## config.mk

```make
export PLATFORM = sky130hd
export DESIGN_NAME = vga_timing
export DESIGN_NICKNAME = d
export VERILOG_FILES = /design/src/rtl/vga_pkg.sv /design/src/rtl/pixel_strobe.sv /design/src/rtl/vga_timing.sv
export SDC_FILE = /design/constraint.sdc
export NUM_CORES = 1
export LEC_CHECK = 0
export CAP_MARGIN = 20
export CORE_MARGIN = 4
export CORE_UTILIZATION = 50
export CTS_CLUSTER_SIZE = 14
export DETAILED_ROUTE_END_ITERATION = 16
export PLACE_DENSITY = 0.8
export RECOVER_POWER = 100
export SKIP_CTS_REPAIR_TIMING = 1
export SLEW_MARGIN = 20
export SYNTH_ARGS = -nofsm -noshare
export SYNTH_HDL_FRONTEND = slang
export SYNTH_HIERARCHICAL = 1
export SYNTH_SLANG_ARGS = --single-unit
```

## constraint.sdc

```tcl
create_clock -name clk -period 5.1 [get_ports clk]
set_input_delay 1.53 -clock clk [delete_from_list [all_inputs] [get_ports clk]]
set_output_delay 1.53 -clock clk [all_outputs]
set_load 0.02 [all_outputs]
```

## src/rtl/vga_pkg.sv

```systemverilog
// Shared constants and types for the 640x480 raster timing path.
// Defaults describe 640x480@60 Hz from a 100 MHz board clock.
package vga_pkg;

   localparam int COORD_W = 10;

   localparam int DEF_CLK_DIV  = 4;
   localparam int DEF_H_ACTIVE = 640;
   localparam int DEF_H_FP     = 16;
   localparam int DEF_H_SYNC   = 96;
   localparam int DEF_H_BP     = 48;
   localparam int DEF_V_ACTIVE = 480;
   localparam int DEF_V_FP     = 10;
   localparam int DEF_V_SYNC   = 2;
   localparam int DEF_V_BP     = 33;

   localparam logic DEF_SYNC_ACTIVE = 1'b0;

   function automatic int seg_sum(input int a, input int b, input int c, input int d);
      return a + b + c + d;
   endfunction

   localparam int DEF_H_TOTAL = seg_sum(DEF_H_ACTIVE, DEF_H_FP, DEF_H_SYNC, DEF_H_BP);
   localparam int DEF_V_TOTAL = seg_sum(DEF_V_ACTIVE, DEF_V_FP, DEF_V_SYNC, DEF_V_BP);

   localparam int DEF_H_SYNC_START = DEF_H_ACTIVE + DEF_H_FP;
   localparam int DEF_H_SYNC_END   = DEF_H_SYNC_START + DEF_H_SYNC;
   localparam int DEF_V_SYNC_START = DEF_V_ACTIVE + DEF_V_FP;
   localparam int DEF_V_SYNC_END   = DEF_V_SYNC_START + DEF_V_SYNC;

   typedef logic [COORD_W-1:0] coord_t;
   // One extra bit so window bounds equal to 1024 still compare correctly.
   typedef logic [COORD_W:0]   coord_wide_t;

   typedef struct packed {
      logic [2:0] r;
      logic [2:0] g;
      logic [1:0] b;
   } rgb332_t;

   function automatic logic sync_level(input logic in_window, input logic active_level);
      return in_window ? active_level : ~active_level;
   endfunction

endpackage

```

## src/rtl/pixel_strobe.sv

```systemverilog
// Free-running clock divider: one-clk pix_stb every CLK_DIV system clocks.
// The strobe is registered so it is low in reset even when CLK_DIV is 1.
module pixel_strobe #(
   parameter int CLK_DIV = 4
) (
   input  logic clk,
   input  logic rst_n,
   output logic pix_stb
);

   localparam int DW = (CLK_DIV > 1) ? $clog2(CLK_DIV) : 1;
   localparam logic [DW-1:0] DIV_LAST = DW'(CLK_DIV - 1);

   logic [DW-1:0] div_cnt;
   logic [DW-1:0] div_nxt;

   always_comb begin
      div_nxt = div_cnt + DW'(1);
      if (div_cnt == DIV_LAST) begin
         div_nxt = '0;
      end
   end

   always_ff @(posedge clk or negedge rst_n) begin
      if (!rst_n) begin
         div_cnt <= '0;
         pix_stb <= 1'b0;
      end else begin
         div_cnt <= div_nxt;
         pix_stb <= (div_nxt == DIV_LAST);
      end
   end

endmodule

```

## src/rtl/vga_timing.sv

```systemverilog
// Raster counters, sync decode and the registered colour/sync output stage.
// vga_* lag sx/sy/hsync/vsync by one pixel so colour and sync stay aligned.
module vga_timing
   import vga_pkg::*;
#(
   parameter int   CLK_DIV     = DEF_CLK_DIV,
   parameter int   H_ACTIVE    = DEF_H_ACTIVE,
   parameter int   H_FP        = DEF_H_FP,
   parameter int   H_SYNC      = DEF_H_SYNC,
   parameter int   H_BP        = DEF_H_BP,
   parameter int   V_ACTIVE    = DEF_V_ACTIVE,
   parameter int   V_FP        = DEF_V_FP,
   parameter int   V_SYNC      = DEF_V_SYNC,
   parameter int   V_BP        = DEF_V_BP,
   parameter logic SYNC_ACTIVE = DEF_SYNC_ACTIVE
) (
   input  logic               clk,
   input  logic               rst_n,
   output logic               pix_stb,
   output logic [COORD_W-1:0] sx,
   output logic [COORD_W-1:0] sy,
   output logic               de,
   output logic               hsync,
   output logic               vsync,
   output logic               line_start,
   output logic               frame_start,
   input  logic [7:0]         rgb_in,
   output logic [2:0]         vga_r,
   output logic [2:0]         vga_g,
   output logic [1:0]         vga_b,
   output logic               vga_hs,
   output logic               vga_vs
);

   localparam int H_TOTAL = seg_sum(H_ACTIVE, H_FP, H_SYNC, H_BP);
   localparam int V_TOTAL = seg_sum(V_ACTIVE, V_FP, V_SYNC, V_BP);

   localparam coord_t H_LAST = coord_t'(H_TOTAL - 1);
   localparam coord_t V_LAST = coord_t'(V_TOTAL - 1);

   localparam coord_wide_t H_ACT_END  = coord_wide_t'(H_ACTIVE);
   localparam coord_wide_t V_ACT_END  = coord_wide_t'(V_ACTIVE);
   localparam coord_wide_t H_SYNC_BEG = coord_wide_t'(H_ACTIVE + H_FP);
   localparam coord_wide_t H_SYNC_END = coord_wide_t'(H_ACTIVE + H_FP + H_SYNC);
   localparam coord_wide_t V_SYNC_BEG = coord_wide_t'(V_ACTIVE + V_FP);
   localparam coord_wide_t V_SYNC_END = coord_wide_t'(V_ACTIVE + V_FP + V_SYNC);

   coord_t  sx_nxt;
   coord_t  sy_nxt;
   logic    line_wrap;
   logic    frame_wrap;
   logic    de_nxt;
   logic    hs_nxt;
   logic    vs_nxt;
   rgb332_t rgb_q;

   pixel_strobe #(
      .CLK_DIV (CLK_DIV)
   ) u_pixel_strobe (
      .clk     (clk),
      .rst_n   (rst_n),
      .pix_stb (pix_stb)
   );

   // Decode is done on the next coordinate so de/hsync/vsync register
   // in the same clk as the sx/sy they describe.
   always_comb begin
      line_wrap  = (sx == H_LAST);
      frame_wrap = line_wrap && (sy == V_LAST);
      sx_nxt     = sx + coord_t'(1);
      sy_nxt     = sy;
      if (line_wrap) begin
         sx_nxt = '0;
         sy_nxt = (sy == V_LAST) ? '0 : sy + coord_t'(1);
      end
      de_nxt = (coord_wide_t'(sx_nxt) < H_ACT_END) && (coord_wide_t'(sy_nxt) < V_ACT_END);
      hs_nxt = sync_level((coord_wide_t'(sx_nxt) >= H_SYNC_BEG) &&
                          (coord_wide_t'(sx_nxt) <  H_SYNC_END), SYNC_ACTIVE);
      vs_nxt = sync_level((coord_wide_t'(sy_nxt) >= V_SYNC_BEG) &&
                          (coord_wide_t'(sy_nxt) <  V_SYNC_END), SYNC_ACTIVE);
   end

   always_ff @(posedge clk or negedge rst_n) begin
      if (!rst_n) begin
         sx          <= H_LAST;
         sy          <= V_LAST;
         de          <= 1'b0;
         hsync       <= ~SYNC_ACTIVE;
         vsync       <= ~SYNC_ACTIVE;
         line_start  <= 1'b0;
         frame_start <= 1'b0;
      end else begin
         line_start  <= pix_stb && line_wrap;
         frame_start <= pix_stb && frame_wrap;
         if (pix_stb) begin
            sx    <= sx_nxt;
            sy    <= sy_nxt;
            de    <= de_nxt;
            hsync <= hs_nxt;
            vsync <= vs_nxt;
         end
      end
   end

   // Colour is forced to black outside the active area regardless of rgb_in.
   always_ff @(posedge clk or negedge rst_n) begin
      if (!rst_n) begin
         rgb_q  <= '0;
         vga_hs <= ~SYNC_ACTIVE;
         vga_vs <= ~SYNC_ACTIVE;
      end else if (pix_stb) begin
         rgb_q  <= de ? rgb332_t'(rgb_in) : '0;
         vga_hs <= hsync;
         vga_vs <= vsync;
      end
   end

   assign vga_r = rgb_q.r;
   assign vga_g = rgb_q.g;
   assign vga_b = rgb_q.b;

endmodule

```

==> results of run 1 <==
## state kept, by name, summed over array words and instances (netlist names)
signal                  cells
vga_vs                      1
hsync                       1
vga_r                       3
de                          1
line_start                  1
vga_hs                      1
u_pixel_strobe/div_cnt      2
frame_start                 1
vga_g                       3
vsync                       1
u_pixel_strobe/pix_stb      1
vga_b                       2
sy                         10
sx                         10
## metrics by stage
stage / utilization (%) / hold slack, ns / total power, W
finish: 64.7 / 0.453 / 0.000544
global route: 64.7 / 0.475 / 0.000564
CTS: 64.9 / 0.458 / 0.000554
detailed placement: 62.7 / 0.447 / 0.000338
global placement: 62.7 / 0.439 / 0.000338
floorplan: - / 0.422 / 0.000318
## logic make-up after synthesis
| family | after synthesis | share of synthesized area, % |
|---|---|---|
| flops | 38 | 44.4 |
| buf+inv | 34 | 7.75 |
| simple gates | 92 | 22.7 |
| xor+xnor | 8 | 3.21 |
| fa+ha+maj | 5 | 2.87 |
| mux | 6 | 2.98 |
| compound gates | 55 | 16.1 |
## where the power goes
group          total (W)  internal [W]  switching, W
logic          0.0000237     0.0000106     0.0000131
clock network   0.000214      0.000109      0.000105
registers       0.000307      0.000305    0.00000166
## final timing paths
kind	from	to	cells past startpoint
worst min register to register	u_pixel_strobe/div_cnt[0]$_DFF_PN0_	u_pixel_strobe/div_cnt[0]$_DFF_PN0_	1
min in group asynchronous	rst_n	de$_DFFE_PN0P_	1
worst max register to register	sx[0]$_DFFE_PN1P_	sy[4]$_DFFE_PN0P_	6
worst max-delay path	sx[8]$_DFFE_PN1P_	sx[8]	1
worst min-delay path	u_pixel_strobe/div_cnt[0]$_DFF_PN0_	u_pixel_strobe/div_cnt[0]$_DFF_PN0_	1
max in group asynchronous	rst_n	vga_b[1]$_DFFE_PN0P_	1
## layer usage
| metal | vias to the layer above | GRT usage (%) |
|---|---|---|
| met5 | - | 0 |
| met4 | 0 | 6.84 |
| met3 | 12 | 4.86 |
| met2 | 66 | 27.6 |
| met1 | 863 | 26.7 |
| li1 | 910 | - |
## layout by cell type, fill, tap and decap left out, types with 2 or more instances in the layout
master           Yosys  layout
nand3_1             17      17
nand2_1             20      21
mux2_2               4       4
ha_1                 5       5
inv_1               13      14
dfrtp_1             24      24
a2111oi_0            2       2
or3_1                2       2
a21oi_1              7       7
and2b_1              2       2
o32ai_1              2       2
and3_1               6       6
clkdlybuf4s50_1      0       8
o31ai_1              2       2
o21a_1               2       2
dlygate4sd3_1        0      36
and4_1               3       3
a32oi_1              2       2
nand4_1              6       6
nor3_1               7       7
mux2i_1              2       2
xnor2_1              4       4
nor2_1              17      17
a31oi_1              6       6
o21ai_0             22      22
xor2_1               4       4
clkbuf_1             7       3
dfstp_2             14      13
clkbuf_8             0       6
## area by class of cell
cell class | count | area share, %
well taps | 50 | 2.35
clock buffers | 7 | 3.24
flip-flops and latches | 38 | 36.4
inverters | 14 | 1.97
repair buffers | 46 | 16.8
clock inverters | 1 | 0.188
multi-input cells | 166 | 39.1
==> impl_metrics.yaml, run 1 <==
run_status:
  status: "finished, violations left"
  violations: "max-capacitance violations, max-slew violations"
synth:
  synth_cell_types: 52
  synth_cells: 238
  synthesis.nets: 253
  async_reset_ff_share_pct: 100
  synth_flop_cell: "dfrtp_1"
  syn_area_per_cell_um2: 9.16
  synth_top_area_share_pct: 27.5
  synth_common_cells: "24 x dfrtp_1, 22 x o21ai_0, 20 x nand2_1"
  seq_area_frac_synth_pct: 44.4
  synthesis.area_um2: 2180
  synth_top_area_cell: "dfrtp_1"
  synth_most_common_cell: "dfrtp_1"
  yosys_warnings: 6
  synth.area.top_cells: "dfrtp_1 28%, dfstp_2 17%, o21ai_0 5.0%"
  synth_edf_count: 0
  synth-seq-cells: 38
sta:
  timing.slew.headroom_pct: -32.2
  slew_violations: 39
  setup_viol: 0
  hold_violations: 0
  fmax_mhz: 314
  period_share_pct: 62.5
  setup_slack_ns: 1.91
  tns_ns: 0
  tightest_slew_ns: 1.98
  rsz0062_at_grt: "false"
  post-route-min-period_ns: 3.19
  skew_ns: 0.00812
routing:
  drt_iter0_drc: 236
  vias: 1851
  wl_met2_mm: 2.24
  wl_mm: 4.81
  top_layer: "met4"
  dr.pass1.iters: 4
  wl_met1_mm: 2.18
  wl_met3_um: 304
  ant_nets: 0
  vias_per_cell: 5.75
  drc_errors: 0
  drt-wirelength-per-cell_um: 14.9
cts:
  cts_buffer_depth: 2
  htreeDepth: 2
  cts_tree: "built"
  clockRootBuffer: "clkbuf_8"
  clkLatencyLatePin_ns: 0.29
  clkTransAtPathRegs_ns: 0.08
  cts_buffers: 5
  cts_sinks: 38
grt:
  grt_max_degree: 39
  grt_pass1_wl_mm: 7.98
  grt_pass1_vias: 1697
  antenna_found_initial: 0
  grt_usage_pct: 18.8
  grt_overflow: 0
place:
  dpl_cell_area_um2: 2580
  post-place-ws_ns: 2.30
  gp_congestion: 0.835
  io_buffers: 45
  hpwl_mm: 3.25
  placedCellCount: 314
floorplan:
  core_area_um2: 4120
  fp.dieH_um: 74.0
  io_pins: 46
  start_util_pct: 53.0
  die_w_um: 74.0
  num_rows: 23
  die-area_um2: 5480
critical_path:
  crit_type: "reg2out"
  ff2ff_setup_slack_ns: 2.14
  slowest_delay_ns: 0.71
  critPathSlowestCell: "dlygate4sd3_1"
  endpoint_kind: "output port"
  path_buf_inv: 1
  path_cells: "dlygate4sd3_1"
  critPathLaunchType: "register"
  critPathRequiredTime_ns: 3.57
  crit_arrival_ns: 1.66
  path_delay_family: "buffers and inverters"
  cp_max_fo: 13
cells_and_area:
  final_nets: 286
  design_area_um2: 2660
  drive_gt1_share_pct: 11.0
  area_growth_syn_to_layout_pct: 22.1
  final_cells: 322
  fillers: 362
  diodes: 0
  multi_input_area_um2: 1040
  regArea_um2: 968
power_and_ir_drop:
  powerDensity_nw_per_um2: 204
  p_leak_nw: 1.13
  irDropWorstVdd_mv: 0.121
min_path:
  hold_class: "reg2reg"
flow_run:
  drv_cap: 1
Note: power is estimated with default switching activity, not from simulation.
==> run 2: changes to the inputs <==
- CORE_UTILIZATION: 50 -> 46
- PLACE_DENSITY: 0.8 -> 0.77
- clock period: 5.1 -> 2.7 ns (I/O delays scaled with it)
==> run 2 against run 1 <==
- the run now ends clean
- first-iteration DRC count decreased by 11%
- combinational power increased by 80%
- global-route usage decreased by 2.3 points
- worst hold slack got worse by 0.00081 ns
- clock power increased by 87%
- register-to-register slack got worse by 1.8 ns
- die area increased by 7.7%
- clock skew decreased by 0.0034 ns
- count of clock-buffer cells in the layout decreased by 1
- total power increased by 88%
- design area increased by 0.80%
- critical endpoint is now sx[2]
==> impl_metrics.yaml, run 2 (synthesis results as in run 1) <==
sta:
  rsz0062_at_grt: "false"
  hold_violations: 0
  period_share_pct: 92.2
  tightest_slew_ns: 0.825
  slew_violations: 0
  fmax_mhz: 402
  tns_ns: 0
  setup_viol: 0
  post-route-min-period_ns: 2.49
  skew_ns: 0.00470
  timing.slew.headroom_pct: 45.0
critical_path:
  slowest_delay_ns: 0.72
  cp-endpoint: "sx[2]"
  path_cells: "dlygate4sd3_1"
  crit_start: "sx[2]$_DFFE_PN1P_"
  path_delay_family: "buffers and inverters"
  path_buf_inv: 1
  cp.depth: 1
  critPathSlowestCell: "dlygate4sd3_1"
  ff2ff_setup_slack_ns: 0.30
  endpoint_kind: "output port"
  cp_max_fo: 9
  critPathLaunchType: "register"
  r2r-end: "sy[4]$_DFFE_PN0P_"
  r2r_start: "sx[0]$_DFFE_PN1P_"
  critPathRequiredTime_ns: 1.89
  crit_type: "reg2out"
  crit_arrival_ns: 1.68
  r2r_cells: 6
routing:
  wl_mm: 4.50
  dr.pass1.iters: 4
  drt_iter0_drc: 210
  ant_nets: 0
  vias: 1812
  vias_per_cell: 5.58
  drc_errors: 0
  drt-wirelength-per-cell_um: 13.8
grt:
  antenna_found_initial: 0
  grt_pass1_vias: 1707
  grt_overflow: 0
  grt_pass1_wl_mm: 8.01
  grt_max_degree: 39
  grt_usage_pct: 16.5
cells_and_area:
  design_area_um2: 2690
  biggestRegsByFlops: "sx: 10 flops, sy: 10 flops"
  drive_gt1_share_pct: 12.8
  layout_common_cells: "44 x dlygate4sd3_1, 24 x dfrtp_1, 22 x o21ai_0"
  final_common_cell: "dlygate4sd3_1"
  diodes: 0
  final_nets: 287
  area_growth_syn_to_layout_pct: 23.1
place:
  gp_congestion: 0.916
  hpwl_mm: 3.13
  dpl_cell_area_um2: 2590
  io_buffers: 45
floorplan:
  die-area_um2: 5910
  num_rows: 24
  start_util_pct: 48.7
  die_w_um: 76.9
  fp.dieH_um: 76.9
  core_area_um2: 4470
  io_pins: 46
cts:
  cts_buffers: 5
  cts_sinks: 38
  clockRootBuffer: "clkbuf_8"
  htreeDepth: 2
  clkTransAtPathRegs_ns: 0.07
  cts_buffer_depth: 2
  cts_tree: "built"
  clkLatencyLatePin_ns: 0.28
power_and_ir_drop:
  powerDensity_nw_per_um2: 380
  p_leak_nw: 1.15
  power_w: 0.00102
  irDropWorstVdd_mv: 0.312
run_status:
  status: "complete, no violations"
flow_run:
  drv_cap: 0
min_path:
  hold_class: "reg2reg"
-- run 2: worst min path at each step --
stage,start,endpoint,slack (ns),cells after the start
CTS,u_pixel_strobe/div_cnt[0]$_DFF_PN0_,u_pixel_strobe/div_cnt[0]$_DFF_PN0_,0.46,1
global route,u_pixel_strobe/div_cnt[0]$_DFF_PN0_,u_pixel_strobe/div_cnt[0]$_DFF_PN0_,0.48,1
finish,u_pixel_strobe/div_cnt[0]$_DFF_PN0_,u_pixel_strobe/div_cnt[0]$_DFF_PN0_,0.45,1
floorplan,u_pixel_strobe/div_cnt[0]$_DFF_PN0_,u_pixel_strobe/div_cnt[0]$_DFF_PN0_,0.42,1
global placement,u_pixel_strobe/div_cnt[0]$_DFF_PN0_,u_pixel_strobe/div_cnt[0]$_DFF_PN0_,0.44,1
detailed placement,u_pixel_strobe/div_cnt[0]$_DFF_PN0_,u_pixel_strobe/div_cnt[0]$_DFF_PN0_,0.44,1
-- run 2: cell type report --
class                           count  area (µm²)
Fill cell                         379        1790
Inverter                           14        52.6
Timing Repair Buffer               47         460
Tap cell                           52        65.1
Multi-Input combinational cell    166        1040
Clock buffer                        6        82.6
Clock inverter                      2        12.5
Sequential cell                    38         968
-- run 2: power by group --
part           internal (W)  leakage, nW  switching (W)
clock              0.000205       0.0472       0.000195
sequential         0.000576        0.452     0.00000281
combinational     0.0000180        0.648      0.0000247
-- run 2: metal layers --
metal,GRT usage (%),up-vias,part of all wire [%]
li1,-,912,-
met1,23.0,842,49
met2,24.9,53,44
met3,4.10,5,5.5
met4,5.43,0,1.4
met5,0,-,0
-- run 2: per-stage QoR --
stage	util, %	std cells	setup WS (ns)	hold WS (ns)
6_report	60.0	325	0.211	0.452
3_5_place_dp	57.9	317	0.336	0.443
4_1_cts	60.0	325	0.293	0.457
2_1_floorplan	-	238	0.493	0.422
5_1_grt	60.0	325	0.123	0.477
3_3_place_gp	57.9	317	0.401	0.438
==> run 3: changes to the inputs <==
- CTS_CLUSTER_SIZE: 14 -> 40
==> results of run 3 <==
No change in the layout: final DEF, timing and power equal those of run 2.
